===== src/rtl/fifo_pkg.sv =====
// Shared constants and helpers for the single-clock FIFO family.
package fifo_pkg;

    // Read-mode encodings for the FWFT parameter
    localparam int unsigned FIFO_MODE_STD  = 0;
    localparam int unsigned FIFO_MODE_FWFT = 1;

    // Width of pointers and level: one extra wrap bit above the index
    function automatic int unsigned fifo_level_w(input int unsigned size);
        return 32'($clog2(size)) + 32'd1;
    endfunction

    // True for a non-zero power of two
    function automatic bit fifo_is_pow2(input int unsigned value);
        return (value != 0) && ((value & (value - 32'd1)) == 0);
    endfunction

endpackage


===== src/rtl/fifo_mem.sv =====
// FIFO storage: flop array with one synchronous write port and one asynchronous read port.
module fifo_mem #(
    parameter int unsigned BITS = 32,
    parameter int unsigned SIZE = 16
) (
    input  logic                     clk,
    input  logic                     we_i,
    input  logic [$clog2(SIZE)-1:0]  waddr_i,
    input  logic [BITS-1:0]          wdata_i,
    input  logic [$clog2(SIZE)-1:0]  raddr_i,
    output logic [BITS-1:0]          rdata_o
);

    logic [BITS-1:0] mem_q [SIZE];

    // Write accepted entries; contents are intentionally left unreset
    always_ff @(posedge clk) begin
        if (we_i) begin
            mem_q[waddr_i] <= wdata_i;
        end
    end

    assign rdata_o = mem_q[raddr_i];

endmodule


===== src/rtl/sync_fifo_flags.sv =====
// Single-clock FIFO with fill level, almost-full/empty thresholds, optional
// first-word-fall-through read and sticky overflow/underflow flags.
module sync_fifo_flags
    import fifo_pkg::*;
#(
    parameter int unsigned BITS      = 32,
    parameter int unsigned SIZE      = 16,
    parameter int unsigned FWFT      = 0,
    parameter int unsigned AF_THRESH = 14,
    parameter int unsigned AE_THRESH = 2
) (
    input  logic                      clk,
    input  logic                      rst,
    input  logic                      wr_en,
    input  logic [BITS-1:0]           wr_data,
    output logic                      wr_full,
    output logic                      almost_full,
    input  logic                      rd_en,
    output logic [BITS-1:0]           rd_data,
    output logic                      rd_valid,
    output logic                      rd_empty,
    output logic                      almost_empty,
    output logic [$clog2(SIZE):0]     level,
    input  logic                      err_clr,
    output logic                      wr_overflow,
    output logic                      rd_underflow
);

    localparam int unsigned AW = 32'($clog2(SIZE));
    localparam int unsigned LW = fifo_level_w(SIZE);

    // Reject illegal configurations at elaboration
    if (!fifo_is_pow2(SIZE) || SIZE < 2) begin : g_bad_size
        $fatal(1, "sync_fifo_flags: SIZE must be a power of two >= 2");
    end
    if (AF_THRESH < 1 || AF_THRESH > SIZE) begin : g_bad_af
        $fatal(1, "sync_fifo_flags: AF_THRESH out of range 1..SIZE");
    end
    if (AE_THRESH > SIZE - 1) begin : g_bad_ae
        $fatal(1, "sync_fifo_flags: AE_THRESH out of range 0..SIZE-1");
    end
    if (FWFT > FIFO_MODE_FWFT) begin : g_bad_mode
        $fatal(1, "sync_fifo_flags: FWFT must be 0 or 1");
    end

    logic [LW-1:0]   wr_ptr_q, wr_ptr_d;
    logic [LW-1:0]   rd_ptr_q, rd_ptr_d;
    logic            ovf_q, ovf_d;
    logic            unf_q, unf_d;
    logic [LW-1:0]   level_c;
    logic            full_c;
    logic            empty_c;
    logic            wr_acc_c;
    logic            rd_acc_c;
    logic [BITS-1:0] mem_rdata;

    // Status decoded from registered pointers only, so no input feeds a flag
    always_comb begin
        level_c  = wr_ptr_q - rd_ptr_q;
        empty_c  = (wr_ptr_q == rd_ptr_q);
        full_c   = (wr_ptr_q[AW] != rd_ptr_q[AW]) &&
                   (wr_ptr_q[AW-1:0] == rd_ptr_q[AW-1:0]);
        wr_acc_c = wr_en && !full_c;
        rd_acc_c = rd_en && !empty_c;
    end

    // Next-state for pointers and sticky error flags; clear beats a same-cycle set
    always_comb begin
        wr_ptr_d = wr_ptr_q;
        rd_ptr_d = rd_ptr_q;
        ovf_d    = ovf_q;
        unf_d    = unf_q;
        if (wr_acc_c) begin
            wr_ptr_d = wr_ptr_q + LW'(1);
        end
        if (rd_acc_c) begin
            rd_ptr_d = rd_ptr_q + LW'(1);
        end
        if (err_clr) begin
            ovf_d = 1'b0;
            unf_d = 1'b0;
        end else begin
            if (wr_en && full_c) begin
                ovf_d = 1'b1;
            end
            if (rd_en && empty_c) begin
                unf_d = 1'b1;
            end
        end
    end

    // Pointer and error flag registers
    always_ff @(posedge clk) begin
        if (rst) begin
            wr_ptr_q <= '0;
            rd_ptr_q <= '0;
            ovf_q    <= 1'b0;
            unf_q    <= 1'b0;
        end else begin
            wr_ptr_q <= wr_ptr_d;
            rd_ptr_q <= rd_ptr_d;
            ovf_q    <= ovf_d;
            unf_q    <= unf_d;
        end
    end

    fifo_mem #(
        .BITS (BITS),
        .SIZE (SIZE)
    ) u_mem (
        .clk     (clk),
        .we_i    (wr_acc_c),
        .waddr_i (wr_ptr_q[AW-1:0]),
        .wdata_i (wr_data),
        .raddr_i (rd_ptr_q[AW-1:0]),
        .rdata_o (mem_rdata)
    );

    if (FWFT == FIFO_MODE_FWFT) begin : g_fwft
        // Head entry is presented directly; rd_en acknowledges it
        assign rd_data  = mem_rdata;
        assign rd_valid = !empty_c;
    end else begin : g_std
        logic [BITS-1:0] rd_data_q, rd_data_d;
        logic            rd_valid_q, rd_valid_d;

        // Capture the head on an accepted read; hold data otherwise
        always_comb begin
            rd_valid_d = rd_acc_c;
            rd_data_d  = rd_data_q;
            if (rd_acc_c) begin
                rd_data_d = mem_rdata;
            end
        end

        // Standard-mode output register
        always_ff @(posedge clk) begin
            if (rst) begin
                rd_data_q  <= '0;
                rd_valid_q <= 1'b0;
            end else begin
                rd_data_q  <= rd_data_d;
                rd_valid_q <= rd_valid_d;
            end
        end

        assign rd_data  = rd_data_q;
        assign rd_valid = rd_valid_q;
    end

    assign wr_full      = full_c;
    assign rd_empty     = empty_c;
    assign almost_full  = (level_c >= LW'(AF_THRESH));
    assign almost_empty = (level_c <= LW'(AE_THRESH));
    assign level        = level_c;
    assign wr_overflow  = ovf_q;
    assign rd_underflow = unf_q;

endmodule


===== config.mk =====
export PLATFORM = sky130hd
export DESIGN_NAME = sync_fifo_flags
export DESIGN_NICKNAME = d
export VERILOG_FILES = /design/src/rtl/fifo_pkg.sv /design/src/rtl/fifo_mem.sv /design/src/rtl/sync_fifo_flags.sv
export SDC_FILE = /design/constraint.sdc
export NUM_CORES = 1
export LEC_CHECK = 0
export CELL_PAD_IN_SITES_DETAIL_PLACEMENT = 1
export CELL_PAD_IN_SITES_GLOBAL_PLACEMENT = 2
export CORE_AREA = 8 8 190 264
export CTS_CLUSTER_DIAMETER = 200
export DETAILED_ROUTE_END_ITERATION = 6
export DIE_AREA = 0 0 198 272
export PLACE_DENSITY = 0.81
export SYNTH_ARGS = -nofsm -noshare
export SYNTH_HDL_FRONTEND = slang
export SYNTH_SLANG_ARGS = --single-unit
export TNS_END_PERCENT = 1

===== constraint.sdc =====
create_clock -name clk -period 6.1 [get_ports clk]
set_clock_uncertainty 0.15 [all_clocks]
set_input_delay 0.915 -clock clk [delete_from_list [all_inputs] [get_ports clk]]
set_output_delay 0.915 -clock clk [all_outputs]
set_load 0.005 [all_outputs]

==> impl_metrics.yaml, run 1 <==
power_and_ir_drop:
  sequentialPowerShare: 0.507
  p_total_mw: 8.60
  pwr-share-comb: 0.112
  switching_power_mw: 2.02
  ir_drop_v: 0.000225
  p_int_mw: 6.57
  pwr_density_cell_mw_per_mm2: 349
  pwr-share-clk: 0.380
  p_leak_nw: 7.42
  netSwitchingFraction: 0.235
drt:
  dr_total_vias: 11231
  routed_wl_mm: 52.1
  drtIter0Drc: 707
  postRouteAntennaNets: 0
  viasPerCell: 5.81
  drt_pre_antenna_iters: 5
  wire_per_inst_um: 27.0
  drc: 0
sta:
  fin_tns_setup_ns: 0
  hold_viol: 0
  finalCritPeriodShare: 0.730
  setup_ws_ns: 1.65
  setup_viol: 0
  slew_headroom: 0.155
  fmax_ghz: 0.225
  tightest_slew_ns: 1.26
  slew_viol_final: 0
  rsz0062_at_grt: "no"
  min_period_ns: 4.45
clocking:
  clk-insertion-delay-late_ns: 0.57
  clkSinkCount: 557
  cts_buffer_depth: 3
  path_clk_slew_ns: 0.06
  post_cts_buffers: 0
  cts_tree: "yes"
  cts.repair.resized: 0
  cts-buffers-inserted: 51
  hold_buffers: 0
  htree_levels: 2
  root_buffer: "clkbuf_16"
grt:
  grt_pass1_vias: 12463
  antenna_found_initial: 0
  grt_usage: 0.193
  grt_max_degree: 49
  grt_pass1_wl_mm: 78.3
  globalRouteOverflowTotal: 0
place:
  dpl.hpwl_mm: 28.2
  dp.cells: 1836
  routabilityCongestion: 0.736
  dp_slack_ns: 2.19
  io_buffers: 80
die:
  die_y_um: 272
  core_area_mm2: 0.0465
  io_pins: 81
  placementRows: 94
  dieArea_mm2: 0.0539
  initial_core_util: 0.461
  fp.dieW_um: 198
logic_synthesis:
  synthArstFlopShare: 0
  synthDistinctLibCells: 41
  synthesis.nets: 1225
  ys.flop_type: "edfxtp_1"
  yosys.area.top_type: "edfxtp_1"
  synth_edf_count: 512
  synth.most_common_cell: "edfxtp_1"
  yosys_warnings: 0
  syn_area_per_cell_um2: 18.2
  syn_area_mm2: 0.0214
  synth_top_area_share: 0.718
  syn_inst: 1178
  synth-seq-cells: 557
  synthTopCellsByCount: "edfxtp_1 (512), mux2i_1 (193), o22ai_1 (60)"
  ys_seq_area_frac: 0.760
  synthTopCellsByArea: "edfxtp_1 (72%), mux2i_1 (9.0%), dfxtp_1 (4.2%)"
finish:
  n_antenna_cell: 0
  final_util: 0.530
  drive_gt1_frac: 0.131
  seq_area_mm2: 0.0163
  fill_cells: 4186
  final_cells: 1932
  syn_to_final_growth_pct: 15.0
  fin_nets: 1312
  multi_input_area_mm2: 0.00481
worst_setup_path:
  max_stage_delay_ns: 0.80
  end_kind: "primary output"
  startpoint: "rd_ptr_q[0]$_SDFFE_PP0P_"
  reg2reg_to: "u_mem.mem_q[5][29]$_DFFE_PP_"
  worstRegToRegCells: 7
  critical_path.top_delay_family: "flip-flops"
  rr_startpoint: "rd_ptr_q[2]$_SDFFE_PP0P_"
  critPathSlowestCell: "dfxtp_4"
  worstSetupPathType: "flop to primary output"
  start_kind: "flop"
  worstPathMaxFanout: 36
  required_ns: 5.03
  worst-path-buf-inv: 2
  arrival_ns: 3.39
  path_cells: "ha_1 > inv_1 > fa_1 > a21o_1 > a21oi_1 > xnor2_1 > a211oi_1 > clkdlybuf4s50_1"
  r2r_setup_slack_ns: 2.44
hold_path:
  whs_path_depth: 2
  min_from: "rd_data[27]$_SDFFE_PP0P_"
  hold_path_class: "flop to flop"
  whs_endpoint: "rd_data[27]$_SDFFE_PP0P_"
flow_run:
  maxCapViolCount: 0
status:
  outcome: "complete, no violations"
==> worst register-to-register path, delay by kind of cell, from the launching register on <==
kind | cells | cell delay [ns]
and+or+nand+nor | 3 | 1.19
DFF | 1 | 0.67
adders and majority gates | 1 | 0.41
AOI/OAI and AO/OA | 1 | 0.25
buffers and inverters | 2 | 0.66
==> layout make-up <==
type	count	share of cell area
clock buffer	61	0.0559
clock inverter	35	0.0141
inverter	8	0.00122
multi-input combinational	542	0.195
sequential	557	0.662
tap	624	0.0317
timing repair buffer	105	0.0400
==> state kept, by name, summed over array words and instances, names as in the netlist <==
signal / flops
rd_ptr_q: 5
rd_underflow: 1
rd_data: 32
u_mem.mem_q: 512
wr_overflow: 1
rd_valid: 1
wr_ptr_q: 5
==> power by group through the flow <==
| stage | sequential [mW] | combinational (mW) | clock (mW) |
|---|---|---|---|
| 4_1_cts | 4.36 | 0.984 | 3.33 |
| 3_3_place_gp | 4.44 | 0.944 | 0 |
| 3_5_place_dp | 4.45 | 0.977 | 0 |
| 6_report | 4.36 | 0.965 | 3.27 |
| 5_1_grt | 4.37 | 1.05 | 3.44 |
| 2_1_floorplan | 4.39 | 0.594 | 0 |
==> cell usage in the layout (no fill, tap or decap), types with 2 or more instances in the layout <==
cell type	n
xnor2_1	5
o22ai_1	60
nand3b_1	2
o21ai_0	13
dfxtp_4	3
o21a_1	2
or3_1	3
nor2_4	13
nor2_1	42
a221oi_1	32
edfxtp_1	512
nand2b_1	3
inv_1	8
bufinv_16	6
a21o_1	2
clkinv_1	9
mux4_2	32
o22ai_2	4
a211oi_1	33
a21oi_1	6
ha_1	9
nand2_1	7
nor3_2	4
clkbuf_8	2
xor2_1	3
nor3_1	34
clkbuf_16	53
clkbuf_1	6
clkinv_2	13
o21ai_1	23
clkdlybuf4s50_1	79
buf_4	25
mux2i_1	193
o211ai_1	2
clkinvlp_4	4
dfxtp_1	41
==> layer usage <==
layer  global-route usage  part of all wire
met1                0.233              0.40
met2                0.352              0.53
met3               0.0283             0.046
met4               0.0579             0.024
met5                    0                 0
==> how the worst max path moves through the flow <==
stage	endpoint	depth (start not counted)
finish	almost_empty	8
floorplan	u_mem.mem_q[0][0]$_DFFE_PP_	8
CTS	almost_empty	8
global route	almost_empty	8
detailed placement	almost_empty	8
global placement	almost_empty	8
==> stage by stage <==
| step | hold slack (ns) | instance area [µm²] |
|---|---|---|
| 5_1_grt | 0.382 | 24600 |
| 3_3_place_gp | 0.348 | 22900 |
| 2_1_floorplan | 0.344 | 21400 |
| 4_1_cts | 0.361 | 24600 |
| 6_report | 0.355 | 24600 |
| 3_5_place_dp | 0.352 | 22900 |
==> kinds of logic after synthesis <==
kind of cell / count (synthesis) / share of synthesized area
xor gates and xnor gates: 9 / 0.00403
muxes: 225 / 0.124
buffers and inverters: 79 / 0.0216
adders and majority gates: 10 / 0.00620
DFF: 557 / 0.760
and+or+nand+nor: 117 / 0.0256
AOI/OAI and AO/OA: 181 / 0.0583
(Power assumes the default switching activity.)
==> run 2, diff against run 1 <==
==> constraint.sdc (replaced) <==
create_clock -name clk -period 4.45 [get_ports clk]
set_clock_uncertainty 0.15 [all_clocks]
set_input_delay 0.6675 -clock clk [delete_from_list [all_inputs] [get_ports clk]]
set_output_delay 0.6675 -clock clk [all_outputs]
set_load 0.005 [all_outputs]
==> run 2 against run 1 <==
Net effect:
- via count is 1.6% higher
- largest cell class unchanged
- sequential power up 36%
- critical path type unchanged
- global-route usage is 0.55 points higher
- flip-flop and latch count is the same
- highest routed layer unchanged
- clock power increased by 26%
- critical path depth is 1 higher
==> impl_metrics.yaml, run 2 (synthesized netlist as in run 1, its figures left out) <==
power_and_ir_drop:
  pwr-share-comb: 0.124
  p_leak_nw: 7.43
  pwr-share-clk: 0.359
  netSwitchingFraction: 0.240
  pwr_density_cell_mw_per_mm2: 465
  p_int_mw: 8.70
  switching_power_mw: 2.75
  sequentialPowerShare: 0.517
  ir_drop_v: 0.000303
  p_total_mw: 11.5
sta:
  min_period_ns: 3.80
  finalCritPeriodShare: 0.855
  setup_ws_ns: 0.647
  rsz0062_at_grt: "no"
  setup_viol: 0
  tightest_slew_ns: 1.30
  hold_viol: 0
  slew_headroom: 0.133
  slew_viol_final: 0
  fmax_ghz: 0.263
grt:
  globalRouteOverflowTotal: 0
  antenna_found_initial: 0
  met1_usage: 0.241
  grt_pass1_vias: 12719
  met2_usage: 0.354
  grt_usage: 0.199
  grt_busiest_layer: "met2"
  grt_util_met3: 0.0293
  grt_pass1_wl_mm: 79.9
  grt_max_degree: 104
drt:
  drt_pre_antenna_iters: 5
  drtIter0Drc: 648
  viasPerCell: 5.86
  dr_total_vias: 11407
  drc: 0
  wire_per_inst_um: 27.7
  postRouteAntennaNets: 0
  routed_wl_mm: 53.8
worst_setup_path:
  start_kind: "flop"
  rr_startpoint: "wr_ptr_q[2]$_SDFFE_PP0P_"
  end_kind: "primary output"
  reg2reg_to: "u_mem.mem_q[6][23]$_DFFE_PP_"
  r2r_setup_slack_ns: 1.26
  worstRegToRegCells: 6
  required_ns: 3.63
  worstPathMaxFanout: 5
  worstSetupPathType: "flop to primary output"
  arrival_ns: 2.99
die:
  io_pins: 81
  dieArea_mm2: 0.0539
  initial_core_util: 0.461
  fp.dieW_um: 198
  core_area_mm2: 0.0465
  placementRows: 94
  die_y_um: 272
clocking:
  htree_levels: 2
  cts-buffers-inserted: 51
  cts_tree: "yes"
  cts_buffer_depth: 3
  cts.repair.resized: 0
  path_clk_slew_ns: 0.07
  clkSinkCount: 557
  root_buffer: "clkbuf_16"
  clk-insertion-delay-late_ns: 0.56
  hold_buffers: 0
  post_cts_buffers: 0
finish:
  mostFrequentLayoutCells: "edfxtp_1 (512), mux2i_1 (193), clkdlybuf4s50_1 (79), o22ai_1 (60), clkbuf_16 (52)"
  fin_nets: 1326
  final_common_cell: "edfxtp_1"
  top_register: "u_mem.mem_q"
  n_antenna_cell: 0
  largest_register_ffs: 512
  drive_gt1_frac: 0.130
  syn_to_final_growth_pct: 15.2
place:
  io_buffers: 80
  routabilityCongestion: 0.722
  dpl.hpwl_mm: 29.9
  dp_slack_ns: 1.18
hold_path:
  whs_path_depth: 2
  whs_endpoint: "rd_data[27]$_SDFFE_PP0P_"
  min_from: "rd_data[27]$_SDFFE_PP0P_"
  hold_path_class: "flop to flop"
flow_run:
  maxCapViolCount: 0
status:
  outcome: "complete, no violations"
[run 2: cell count changes in the layout (fill, tap and decap cells not counted), sizes merged]
cell and change:
inv -1, clkbuf +18, buf +14, bufinv -6
clkinvlp -3, clkinv -9
[run 2: power groups by stage]
stage,clock network (mW),registers [mW],logic [mW]
floorplan,0,6.02,0.814
global placement,0,6.03,1.39
detailed placement,0,6.04,1.44
CTS,4.18,5.93,1.45
global route,4.34,5.93,1.53
finish,4.11,5.92,1.42
[run 2: critical path, stage by stage, from the launching register on]
cell	delay, ns
dfxtp_1	0.35
inv_1	0.13
ha_1	0.19
inv_1	0.06
fa_1	0.40
a21o_1	0.19
a21oi_1	0.17
xnor2_1	0.12
a211oi_1	0.25
clkdlybuf4s50_1	0.55
[run 2: layer usage]
metal	vias to the layer above	wire length (µm)	share of wire
met5	-	0	0
met4	0	1820	0.034
met3	118	2440	0.045
met2	354	28000	0.52
met1	5995	21600	0.40
li1	4940	-	-
[run 2: worst max path at each step]
stage / to / startpoint / depth (start not counted) / slack [ns]
4_1_cts: almost_empty / wr_ptr_q[0]$_SDFFE_PP0P_ / 9 / 0.59
3_5_place_dp: u_mem.mem_q[6][20]$_DFFE_PP_ / wr_en / 5 / 1.18
6_report: almost_empty / wr_ptr_q[0]$_SDFFE_PP0P_ / 9 / 0.65
5_1_grt: almost_empty / wr_ptr_q[0]$_SDFFE_PP0P_ / 9 / 0.47
3_3_place_gp: almost_empty / wr_ptr_q[0]$_SDFFE_PP0P_ / 9 / 1.26
2_1_floorplan: u_mem.mem_q[0][0]$_DFFE_PP_ / rd_ptr_q[2]$_SDFFE_PP0P_ / 8 / -0.13
[run 2: per-stage QoR]
stage	area, µm²	cells	hold WS, ns	setup TNS [ns]	utilization
finish	24600	1945	0.357	0	0.531
CTS	24600	1945	0.364	0	0.531
global route	24600	1945	0.399	0	0.531
floorplan	21400	1178	0.344	-12.39	-
global placement	23100	1850	0.347	0	0.497
detailed placement	23100	1850	0.354	0	0.497
[run 2: final cells by class]
type / instances / area (µm²)
Multi-Input combinational cell: 542 / 4810
Timing Repair Buffer: 119 / 1200
Tap cell: 624 / 781
Sequential cell: 557 / 16300
Inverter: 8 / 30.0
Fill cell: 4221 / 21800
Clock buffer: 79 / 1450
Clock inverter: 16 / 91.3
==> run 3, diff against run 2 <==
--- a/config.mk
+++ b/config.mk
@@ -7,12 +7,11 @@
 export LEC_CHECK = 0
 export CELL_PAD_IN_SITES_DETAIL_PLACEMENT = 1
 export CELL_PAD_IN_SITES_GLOBAL_PLACEMENT = 2
-export CORE_AREA = 8 8 190 264
+export CORE_AREA = 8 8 184 256
 export CTS_CLUSTER_DIAMETER = 200
 export DETAILED_ROUTE_END_ITERATION = 6
-export DIE_AREA = 0 0 198 272
-export PLACE_DENSITY = 0.81
+export DIE_AREA = 0 0 192 264
+export PLACE_DENSITY = 0.85
 export SYNTH_ARGS = -nofsm -noshare
 export SYNTH_HDL_FRONTEND = slang
 export SYNTH_SLANG_ARGS = --single-unit
-export TNS_END_PERCENT = 1
==> constraint.sdc (replaced) <==
create_clock -name clk -period 4.6 [get_ports clk]
set_clock_uncertainty 0.15 [all_clocks]
set_input_delay 0.69 -clock clk [delete_from_list [all_inputs] [get_ports clk]]
set_output_delay 0.69 -clock clk [all_outputs]
set_load 0.005 [all_outputs]
==> run 3 against run 2 <==
Net effect:
- die area fell by 5.9%
- worst hold slack got worse by 0.0064 ns
- first-iteration DRC count rose by 15%
- worst setup slack improved by 0.10 ns
- via count fell by 1.6%
- non-clock buffer count fell by 1
- critical path depth did not move
- flip-flop and latch count did not move
- critical path type unchanged
- highest routed layer unchanged
==> impl_metrics.yaml, run 3 (synthesized netlist as in run 1, its figures left out) <==
power_and_ir_drop:
  netSwitchingFraction: 0.237
  p_int_mw: 8.78
  pwr_density_cell_mw_per_mm2: 466
  p_leak_nw: 7.51
  ir_drop_v: 0.000317
  pwr-share-clk: 0.383
  pwr-share-comb: 0.120
  switching_power_mw: 2.72
  sequentialPowerShare: 0.498
sta:
  min_period_ns: 3.85
  slew_viol_final: 0
  hold_ws_ns: 0.351
  slew_headroom: 0.204
  fmax_ghz: 0.260
  finalCritPeriodShare: 0.838
  tightest_slew_ns: 1.19
  setup_viol: 0
  rsz0062_at_grt: "no"
  hold_viol: 0
  fin_tns_setup_ns: 0
die:
  placementRows: 91
  fp.dieW_um: 192
  core_area_mm2: 0.0435
  io_pins: 81
  initial_core_util: 0.492
  die_y_um: 264
  dieArea_mm2: 0.0507
hold_path:
  min_from: "rd_data[29]$_SDFFE_PP0P_"
  hold_path_class: "flop to flop"
worst_setup_path:
  startpoint: "wr_ptr_q[0]$_SDFFE_PP0P_"
  worstPathMaxFanout: 5
  end_kind: "primary output"
  start_kind: "flop"
  arrival_ns: 3.01
  required_ns: 3.76
  rr_startpoint: "wr_ptr_q[2]$_SDFFE_PP0P_"
  worstSetupPathType: "flop to primary output"
grt:
  grt_pass1_wl_mm: 79.0
  globalRouteOverflowTotal: 0
  grt_max_degree: 104
  grt_usage: 0.210
  grt_pass1_vias: 12445
  antenna_found_initial: 1
drt:
  maxUsedRoutingLayer: "met4"
  met2_length_mm: 28.2
  drtIter0Drc: 746
  postRouteAntennaNets: 0
  drc: 0
  wl_met1_mm: 20.7
  wire_per_inst_um: 28.2
  drt_pre_antenna_iters: 4
  viasPerCell: 5.98
  dr_total_vias: 11222
  route.met3.wl_mm: 2.46
  routed_wl_mm: 52.9
clocking:
  cts.repair.resized: 0
  root_buffer: "clkbuf_16"
  path_clk_slew_ns: 0.07
  cts_tree: "yes"
  cts_buffer_depth: 3
  hold_buffers: 0
  cts-buffers-inserted: 51
  post_cts_buffers: 0
  htree_levels: 2
  clk-insertion-delay-late_ns: 0.57
  clkSinkCount: 557
finish:
  syn_to_final_growth_pct: 15.2
  final_common_cell: "edfxtp_1"
  final_util: 0.567
  fin_nets: 1325
  mostFrequentLayoutCells: "edfxtp_1 (512), mux2i_1 (193), clkdlybuf4s50_1 (79), o22ai_1 (60), clkbuf_16 (53)"
  largest_register_ffs: 512
  top_register: "u_mem.mem_q"
  fin_area_mm2: 0.0247
  drive_gt1_frac: 0.139
place:
  dpl-instance-area_mm2: 0.0229
  io_buffers: 80
  routabilityCongestion: 0.721
  dpl.hpwl_mm: 30.4
flow_run:
  maxCapViolCount: 0
status:
  outcome: "complete, no violations"
-- run 3: cell count changes in the layout (fill, tap and decap cells not counted), moves of 2 or more --
cell,before,now
buf_12,9,2
buf_4,30,36
bufinv_16,0,6
clkbuf_1,22,8
clkinv_2,8,13
clkinv_4,0,2
-- run 3: metal layers --
metal	up-vias	global-route usage
met5	-	0
met4	0	0.0705
met3	99	0.0323
met2	324	0.372
met1	5847	0.256
li1	4952	-
-- run 3: path summary, 6_finish.rpt --
path / to / slack [ns] / depth (start not counted)
max: almost_empty / 0.75 / 9
min: rd_data[29]$_SDFFE_PP0P_ / 0.35 / 2
max reg2reg: u_mem.mem_q[4][19]$_DFFE_PP_ / 1.33 / 6
min reg2reg: rd_data[29]$_SDFFE_PP0P_ / 0.35 / 2
-- run 3: final cells by class --
type / count / area, µm²
clock inverter: 28 / 314
multi-input combinational: 542 / 4800
sequential: 557 / 16300
antenna: 1 / 2.50
timing repair buffer: 118 / 1110
inverter: 8 / 30.0
fill: 3872 / 18800
clock buffer: 66 / 1430
tap: 558 / 698
-- run 3: critical path, stage by stage, from the launching register on --
cell,delay [ns]
dfxtp_1,0.35
inv_1,0.13
ha_1,0.19
inv_1,0.07
fa_1,0.41
a21o_1,0.20
a21oi_1,0.17
xnor2_1,0.12
a211oi_1,0.26
clkdlybuf4s50_1,0.55
-- run 3: power groups by stage --
stage	sequential (mW)	clock, mW	combinational (mW)
floorplan	5.82	0	0.787
detailed placement	5.84	0	1.39
global route	5.74	4.64	1.48
CTS	5.73	4.48	1.40
global placement	5.83	0	1.34
finish	5.73	4.40	1.38
-- run 3: stage by stage --
stage | power (mW) | instances | setup WS, ns
6_report | 11.5 | 1878 | 0.747
5_1_grt | 11.9 | 1877 | 0.583
4_1_cts | 11.6 | 1877 | 0.692
3_5_place_dp | 7.23 | 1783 | 1.20
3_3_place_gp | 7.17 | 1783 | 1.26
2_1_floorplan | 6.61 | 1178 | 0.0210
